`src/rtl/uart_ctrl_pkg.sv`:
```
// Shared constants, state encoding and frame helpers for the UART command controller.
// Pure declarations: no latency, no flow control.
package uart_ctrl_pkg;

  localparam logic [7:0] HDR_BYTE = 8'hAB;
  localparam int         NUM_REGS = 4;

  typedef enum logic [2:0] {
    IDLE     = 3'd0,
    GET_ADDR = 3'd1,
    GET_DATA = 3'd2,
    GET_CSUM = 3'd3,
    EXEC     = 3'd4,
    TX_LOAD  = 3'd5,
    TX_WAIT  = 3'd6
  } state_t;

  function automatic logic [7:0] sat_inc(input logic [7:0] v);
    return (v == 8'hFF) ? v : v + 8'd1;
  endfunction

  // Response is header, address, value, then address XOR value, MSB byte first.
  function automatic logic [31:0] resp_frame(input logic [7:0] addr, input logic [7:0] val);
    return {HDR_BYTE, addr, val, addr ^ val};
  endfunction

endpackage

```
`src/rtl/uart_resp_seq.sv`:
```
// Sends a latched 4-byte response one byte at a time; o_Tx_DV only when the transmitter is idle.
// Exactly one byte outstanding: the next byte is loaded only after tx_done for the previous one.
module uart_resp_seq import uart_ctrl_pkg::*; (
  input  logic        clk,
  input  logic        rst_n,
  input  logic        start,
  input  logic [31:0] frame,
  input  logic        tx_active,
  input  logic        tx_done,
  output state_t      phase,
  output logic        tx_dv,
  output logic [7:0]  tx_byte
);

  logic [31:0] frame_q;
  logic [1:0]  idx;
  logic [7:0]  cur_byte;

  // Byte 0 sits in the top octet, so ~idx selects the octet counting down.
  always_comb cur_byte = frame_q[{~idx, 3'b000} +: 8];

  always_ff @(posedge clk or negedge rst_n) begin
    if (!rst_n) begin
      phase   <= IDLE;
      idx     <= 2'd0;
      frame_q <= 32'd0;
      tx_dv   <= 1'b0;
      tx_byte <= 8'h00;
    end else begin
      tx_dv <= 1'b0;
      case (phase)
        IDLE: begin
          if (start) begin
            frame_q <= frame;
            idx     <= 2'd0;
            phase   <= TX_LOAD;
          end
        end
        TX_LOAD: begin
          if (!tx_active) begin
            tx_dv   <= 1'b1;
            tx_byte <= cur_byte;
            phase   <= TX_WAIT;
          end
        end
        TX_WAIT: begin
          if (tx_done) begin
            if (idx == 2'd3) begin
              phase <= IDLE;
            end else begin
              idx   <= idx + 2'd1;
              phase <= TX_LOAD;
            end
          end
        end
        default: phase <= IDLE;
      endcase
    end
  end

endmodule

```
`src/rtl/uart_cmd_ctrl.sv`:
```
// Parses AB/ADDR/DATA/CSUM frames into a 4x8 register file and answers each good frame.
// Write visible the cycle after CSUM; bytes arriving while a response is in flight are dropped.
module uart_cmd_ctrl import uart_ctrl_pkg::*; #(
  parameter int CLKS_PER_BIT = 434,
  parameter int TIMEOUT_CLKS = 20 * CLKS_PER_BIT
) (
  input  logic        i_Clock,
  input  logic        i_Rst_n,
  input  logic        i_Rx_DV,
  input  logic [7:0]  i_Rx_Byte,
  input  logic        i_Tx_Active,
  input  logic        i_Tx_Done,
  output logic        o_Tx_DV,
  output logic [7:0]  o_Tx_Byte,
  output logic [31:0] o_Regs,
  output logic        o_Err,
  output logic [7:0]  o_Err_Cnt,
  output logic        o_Busy
);

  localparam int GAP_W = $clog2(TIMEOUT_CLKS + 1);

  state_t                     state;
  state_t                     seq_phase;
  logic [GAP_W-1:0]           gap;
  logic [7:0]                 addr_q;
  logic [7:0]                 data_q;
  logic [31:0]                resp_q;
  logic [NUM_REGS-1:0][7:0]   regs;

  assign o_Regs = regs;
  assign o_Busy = (state != IDLE);

  always_ff @(posedge i_Clock or negedge i_Rst_n) begin
    if (!i_Rst_n) begin
      state     <= IDLE;
      gap       <= '0;
      addr_q    <= 8'h00;
      data_q    <= 8'h00;
      resp_q    <= 32'd0;
      regs      <= '0;
      o_Err     <= 1'b0;
      o_Err_Cnt <= 8'h00;
    end else begin
      o_Err <= 1'b0;
      case (state)
        IDLE: begin
          gap <= '0;
          if (i_Rx_DV && i_Rx_Byte == HDR_BYTE) state <= GET_ADDR;
        end
        GET_ADDR, GET_DATA, GET_CSUM: begin
          // A byte in the expiry cycle takes priority over the timeout.
          if (i_Rx_DV) begin
            gap <= '0;
            if (state == GET_ADDR) begin
              addr_q <= i_Rx_Byte;
              state  <= GET_DATA;
            end else if (state == GET_DATA) begin
              data_q <= i_Rx_Byte;
              state  <= GET_CSUM;
            end else if (i_Rx_Byte == (addr_q ^ data_q)) begin
              state <= EXEC;
              if (addr_q[7]) regs[addr_q[1:0]] <= data_q;
              resp_q <= resp_frame(addr_q, addr_q[7] ? data_q : regs[addr_q[1:0]]);
            end else begin
              o_Err     <= 1'b1;
              o_Err_Cnt <= sat_inc(o_Err_Cnt);
              state     <= IDLE;
            end
          end else if (gap == GAP_W'(TIMEOUT_CLKS - 1)) begin
            gap       <= '0;
            o_Err     <= 1'b1;
            o_Err_Cnt <= sat_inc(o_Err_Cnt);
            state     <= IDLE;
          end else begin
            gap <= gap + GAP_W'(1);
          end
        end
        EXEC:             state <= TX_LOAD;
        // Tracks the sequencer one cycle late; returns to IDLE once it has finished.
        TX_LOAD, TX_WAIT: state <= seq_phase;
        default:          state <= IDLE;
      endcase
    end
  end

  uart_resp_seq u_resp_seq (
    .clk       (i_Clock),
    .rst_n     (i_Rst_n),
    .start     (state == EXEC),
    .frame     (resp_q),
    .tx_active (i_Tx_Active),
    .tx_done   (i_Tx_Done),
    .phase     (seq_phase),
    .tx_dv     (o_Tx_DV),
    .tx_byte   (o_Tx_Byte)
  );

endmodule

```
`config.mk`:
```
export PLATFORM = sky130hd
export DESIGN_NAME = uart_cmd_ctrl
export DESIGN_NICKNAME = d
export VERILOG_FILES = /design/src/rtl/uart_ctrl_pkg.sv /design/src/rtl/uart_resp_seq.sv /design/src/rtl/uart_cmd_ctrl.sv
export SDC_FILE = /design/constraint.sdc
export NUM_CORES = 1
export LEC_CHECK = 0
export ABC_AREA = 1
export ABC_CLOCK_PERIOD_IN_PS = 1700
export BUFFER_PORTS_ARGS = -buffer_cell sky130_fd_sc_hd__buf_2
export CORE_MARGIN = 1.5
export CORE_UTILIZATION = 54
export DETAILED_ROUTE_END_ITERATION = 8
export PLACE_DENSITY = 0.76
export SKIP_LAST_GASP = 1
export SLEW_MARGIN = 20
export SYNTH_ARGS = -nofsm -noshare
export SYNTH_HDL_FRONTEND = slang
export SYNTH_SLANG_ARGS = --single-unit
```
`constraint.sdc`:
```
create_clock -name i_Clock -period 1.7 [get_ports i_Clock]
set_input_delay 0.085 -clock i_Clock [delete_from_list [all_inputs] [get_ports i_Clock]]
set_output_delay 0.085 -clock i_Clock [all_outputs]
set_load 0.05 [all_outputs]
```
Word level (Yosys, flattened, before mapping). Index checks and enable logic that the tools add are counted.

Register bits: 138. Bits in latches: 0. Memory bits (writable): 0. ROM bits: 0. Input bits: 13. Output and inout port bits: 51. Logic and storage cells: 109. Memories kept: 0.

Add/subtract/negate cells: 3. Multipliers: 0. Divide/modulo/power cells: 0. $lt $le $gt $ge: 2. Equal/unequal tests: 22. Shifts and indexed selects: 1. Mux-type cells: 39. Bitwise operators: 6. Reductions and logical operators: 20.

Operators by type and width (count): two-way mux 8 bit (9); bitwise mux 32 bit (1); variable part select 32 x 6 -> 8 bit (1); two-way mux 3 bit (10); two-way mux 14 bit (2); one-hot mux 14 bit (2 select lines) (1); binary-select mux 8 bit (select 2 bit) (1); demux 8 bit (select 2 bit) (1); equality test 8 bit (second input constant) (2); XOR 8 bit (2); equality test 3 bit (second input constant) (5); adder 14 x 1 -> 14 bit (second input constant) (1); equality test 14 bit (second input constant) (1); != test 2 bit (second input constant) (7); one-hot mux 3 bit (4 select lines) (1); AND reduction 5 bit (2); one-hot mux 3 bit (3 select lines) (1); adder 8 x 1 -> 8 bit (second input constant) (1); equality test 8 bit (1); two-way mux 1 bit (8); AND reduction 4 bit (2); equality test 3 x 2 -> 1 bit (second input constant) (2); zero test 3 bit (2); two-way mux 2 bit (3); other kinds (18) (26).

Depth between registers and ports, before layout.
Word-level depth: 7. Mapped depth: 15. Depth with buffers taken out: 13.

Cells and area by module. From an unflattened synthesis, not the netlist that was laid out.

Cell total of the unflattened synthesis: 993. Area total of the unflattened synthesis: 7383.3 sq um.

Modules (own cells, without submodules): uart_cmd_ctrl (instances 1, cells each 734, area each 5281.3 sq um, sequential area each 2477.4 sq um); uart_resp_seq (instances 1, cells each 259, area each 2102.0 sq um, sequential area each 1151.1 sq um).

Worst setup path after synthesis. No wires, ideal clock.

Kind: reg-to-reg. From: register o_Err_Cnt[0]. To: register o_Err_Cnt[6]. Setup time: 65 ps. Arrival: 1803 ps. Data required time: 1635 ps. Setup slack: -168 ps. Stages on the path, launching flop included: 10. Buffers on the path: 1. Clock period less this slack: 1868 ps. Cell sequence: dfrtp_1 -> ha_1 -> nand2_1 -> nor2_1 -> nand3_1 -> and3_1 -> buf_2 -> nand2_2 -> nand2_1 -> nand2_1.

Longest elaborated chain between the ends: 6. Elaborated cells on any way between the ends: 8. Classes of those cells: add/sub (1); eq/ne (1); mux (6).

RTL lines: start, declared (RTL line uart_cmd_ctrl.sv:17) `output logic [7:0] o_Err_Cnt,`; start signal, assigned (RTL line uart_cmd_ctrl.sv:67) `o_Err_Cnt <= sat_inc(o_Err_Cnt);`; start signal, assigned (RTL line uart_cmd_ctrl.sv:73) `o_Err_Cnt <= sat_inc(o_Err_Cnt);`; adder 8 x 1 -> 8 bit / equality test 8 bit (equally long branches) (RTL line uart_ctrl_pkg.sv:19) `return (v == 8'hFF) ? v : v + 8'd1;`; two-way mux 8 bit * (RTL line uart_ctrl_pkg.sv:19); two-way mux 8 bit (RTL line uart_cmd_ctrl.sv:61) `end else if (i_Rx_Byte == (addr_q ^ data_q)) begin`; two-way mux 8 bit (RTL line uart_cmd_ctrl.sv:58) `end else if (state == GET_DATA) begin`; two-way mux 8 bit (RTL line uart_cmd_ctrl.sv:55) `if (state == GET_ADDR) begin`; two-way mux 8 bit * (RTL line uart_cmd_ctrl.sv:53) `if (i_Rx_DV) begin`.

Mark *: on every way between the ends. The rest lies on a longest branch, timed or not. The select of a mux whose other input is x is not followed. A chain may end at the register's enable or synchronous reset.

Worst setup path in the final report.
From: register addr_q[5]. To: register regs, in the netlist o_Regs[12].

Longest elaborated chain between the ends: 3.

RTL lines: start, declared (RTL line uart_cmd_ctrl.sv:26) `logic [7:0] addr_q;`; start signal, assigned (RTL line uart_cmd_ctrl.sv:56) `addr_q <= i_Rx_Byte;`; XOR 8 bit (RTL line uart_cmd_ctrl.sv:61); equality test 8 bit (RTL line uart_cmd_ctrl.sv:61); AND reduction 6 bit (no line); end signal, assigned by index (RTL line uart_cmd_ctrl.sv:63) `if (addr_q[7]) regs[addr_q[1:0]] <= data_q;`; end, declared (RTL line uart_cmd_ctrl.sv:29) `logic [NUM_REGS-1:0][7:0] regs;`.

No other way between the ends.

==> run_results.csv <==
group,metric,value,unit
run_status,outcome,"finished with violations",
run_status,violations,"negative setup slack",
sta,rsz0062_at_grt,"yes",
power_and_ir_drop,net-switching-power,5.66,mW
synth,synth.most_common_cell,"nand2_1",
sta,finalCriticalPeriod,1.86,ns
setup_path,cp-start-kind,"flip-flop",
synth,yosysUniqueCellTypes,34,
min_path,holdPathStages,3,
clock_tree,cts_root_buf,"clkbuf_16",
setup_path,critical_path.cell_chain,"inv_2 -> nand2_4 -> nand2_4 -> nand2_2 -> nand2_2 -> nor2_2 -> nand2_2 -> nor2_4 -> buf_12 -> buf_12 -> buf_16 -> nand4_1 -> nand2_1 -> inv_1",
die,coreArea,0.0126,mm^2
layout,drive_gt1_share,22.4,%
layout,fillers,951,
grt,grt_pass1_vias,6213,
synth,synth_top_area_share,49.5,%
setup_path,cpMostUsedCell,"nand2_2",
setup_path,crit_cells,14,
route,drt_wl_total,18900,um
setup_path,r2r_start,"addr_q[5]",
placement,hpwl,12200,um
die,die_x,117,um
die,rows,41,
setup_path,slowest_stage,"dfrtp_1",
power_and_ir_drop,power_frac_comb,42.1,%
synth,netlist_area,0.00698,mm^2
sta,setup_viol,65,
layout,area_growth,28.8,%
setup_path,crit_start,"addr_q[5]",
grt,grt_pass1_wl,30200,um
sta,fmax,0.538,GHz
route,first_pass_iters,5,
power_and_ir_drop,p_sw_share,42.0,%
synth,synthCells,945,
synth,avgSynthCellArea,7.39,um^2
grt,grt_max_degree,48,
synth,ys.flop_type,"dfrtp_1",
setup_path,cp-end-kind,"flip-flop",
sta,max_slew_margin,61.5,%
die,die_y,117,um
synth,syn_nets,961,
setup_path,critical-path-max-stage-delay,0.44,ns
die,io_pins,64,
die,start_util,55.3,%
power_and_ir_drop,fin_total_pwr,13.5,mW
route,wl_per_cell,14.9,um
placement,pre_cts_ws,-0.110,ns
grt,grt.overflow.total,0,
synth,async_flop_share,100,%
clock_tree,cts_max_level,4,
power_and_ir_drop,p_clk_share,26.0,%
layout,nets,1100,
route,viasPerCell,5.32,
synth,synth_area_leaders,"dfrtp_1 (49%), nand2_1 (18%), inv_1 (6.2%)",
setup_path,worstPathArrival,2.18,ns
setup_path,path_class,"flip-flop to flip-flop",
route,drt_iter0_markers,718,
synth,synth_edf_count,0,
clock_tree,cts_tree,"built",
sta,slew_viol_final,0,
power_and_ir_drop,cellLeakagePower,4.65,nW
power_and_ir_drop,irDropWorstVdd,0.000807,V
clock_tree,clk_latency,0.42,ns
clock_tree,clk_pin_slew,0.06,ns
setup_path,critPathTopFamily,"simple AND/OR/NAND/NOR gates",
route,num_vias,6749,
grt,grt_util_all_layers,28.8,%
setup_path,critPathRequiredTime,2.02,ns
synth,ys_seq_area_share,49.5,%
clock_tree,cts_buffers,17,
placement,gp_congestion,0.849,
setup_path,r2r-end,"o_Regs[12]",
power_and_ir_drop,pwr-share-seq,31.8,%
layout,fin_cells,1269,
die,die-area,0.0136,mm^2
setup_path,rrSetupSlack,-0.16,ns
setup_path,path_buf_inv,5,
grt,grt_antenna_before_repair,0,
power_and_ir_drop,power_density,1500,mW/mm^2
sta,fin_tns_setup,-4.84,ns
synth,synth_seq_cells,138,
clock_tree,cts.sinks,138,
sta,worstMarginPinSlew,0.569,ns
sta,layout_setup_ws,-0.158,ns
setup_path,crit_path_end,"o_Regs[12]",
route,drc,0,
placement,post-place-cells,1208,
sta,fin_crit_sh,109,%
clock_tree,clockBufferDepth,2,
placement,numPortBuffers,63,
job,maxCapViolCount,0,
setup_path,rr_worst_depth,14,
min_path,hold_path_class,"input port to flip-flop",
setup_path,crit_path_max_fanout,9,
layout,diodes,0,
power_and_ir_drop,internal-power,7.83,mW
synth,yosysTopAreaCell,"dfrtp_1",
sta,worst_clock_skew,0.00563,ns
synth,yosysWarnings,0,
synth,synth_common_cells,"nand2_1 (335), dfrtp_1 (138), inv_1 (115)",
route,ant_nets,0,
sta,final-hold-violation-count,0,
-- metrics by stage --
stage          area, um^2  utilization [%]  hold slack (ns)
2_1_floorplan        7000                -           -0.211
3_3_place_gp         7900             62.6          -0.0162
3_5_place_dp         7900             62.6          -0.0141
4_1_cts              8790             69.7           0.0144
5_1_grt              8990             71.2           0.0694
6_report             8990             71.2           0.0267
-- final cells by class --
| class | count | area (um^2) | share of cell area (%) |
|---|---|---|---|
| Clock inverter | 10 | 93.8 | 1.04 |
| Sequential cell | 138 | 3460 | 38.5 |
| Clock buffer | 22 | 474 | 5.27 |
| Tap cell | 172 | 215 | 2.39 |
| Timing Repair Buffer | 146 | 1150 | 12.8 |
| Multi-Input combinational cell | 640 | 3060 | 34.0 |
| Inverter | 141 | 536 | 5.96 |
-- power groups by stage --
stage          clock network (mW)  logic (mW)  registers (mW)
2_1_floorplan                   0        2.68            4.79
3_3_place_gp                    0        4.91            4.27
3_5_place_dp                    0        4.98            4.30
4_1_cts                      3.56        5.20            4.25
5_1_grt                      3.71        6.19            4.37
6_report                     3.51        5.69            4.30
-- flip-flops by register name, indices dropped and copies added, names as in the netlist --
signal	count
u_resp_seq.frame_q	25
u_resp_seq.phase	3
data_q	8
u_resp_seq.idx	2
o_Regs	32
o_Err	1
o_Err_Cnt	8
u_resp_seq.tx_byte	8
state	3
u_resp_seq.tx_dv	1
addr_q	8
resp_q	25
gap	14
-- layer usage --
metal	global-route usage, %	wire, um
met5	0	0
met4	10.8	603
met3	6.02	1410
met2	44.1	8760
met1	40.7	8130
-- kinds of logic after synthesis --
kind of cell | share of synthesized area (%)
flip-flops | 49.5
AND/OR/NAND/NOR | 31.4
AO/OA/AOI/OAI | 8.06
XOR/XNOR | 1.25
buffers and inverters | 9.34
adder cells (fa/ha/maj) | 0.538
-- how the worst min path moves through the flow --
stage                             from                 to  slack [ns]
after CTS                 i_Rx_Byte[3]          addr_q[3]        0.01
after detailed placement       i_Rst_n  u_resp_seq.idx[0]       -0.01
after global placement         i_Rst_n  u_resp_seq.idx[1]       -0.02
final                     i_Rx_Byte[3]          addr_q[3]        0.03
after floorplan                i_Rst_n          addr_q[0]       -0.21
after global routing      i_Rx_Byte[3]          data_q[3]        0.07
-- layout by cell type (no fill, tap or decap), types with 18 or more instances in the layout --
cell type / netlist / final
buf_2: 11 / 62
inv_2: 18 / 21
nand3_1: 54 / 53
buf_4: 0 / 60
nor2_1: 73 / 64
o21ai_1: 20 / 21
nand4_1: 42 / 42
nand2_1: 335 / 313
o21ai_0: 50 / 48
a21oi_1: 18 / 18
dfrtp_1: 138 / 129
clkbuf_16: 0 / 18
nand2_2: 2 / 18
inv_1: 115 / 111
-- worst min-delay path: cells and delay by family --
kind / cells / cell delay, ns
buffers and inverters: 2 / 0.22
AO/OA/AOI/OAI: 1 / 0.10
-- timing repair --
action,CTS,global route
endpoints found under the hold margin,147,0
resized for setup,21,48
endpoints found under the setup margin,57,78
buffers inserted,9,10
pin swaps,18,11
hold buffers,7,0
cloned,3,1
No activity file was read; power rests on OpenSTA's default activity.
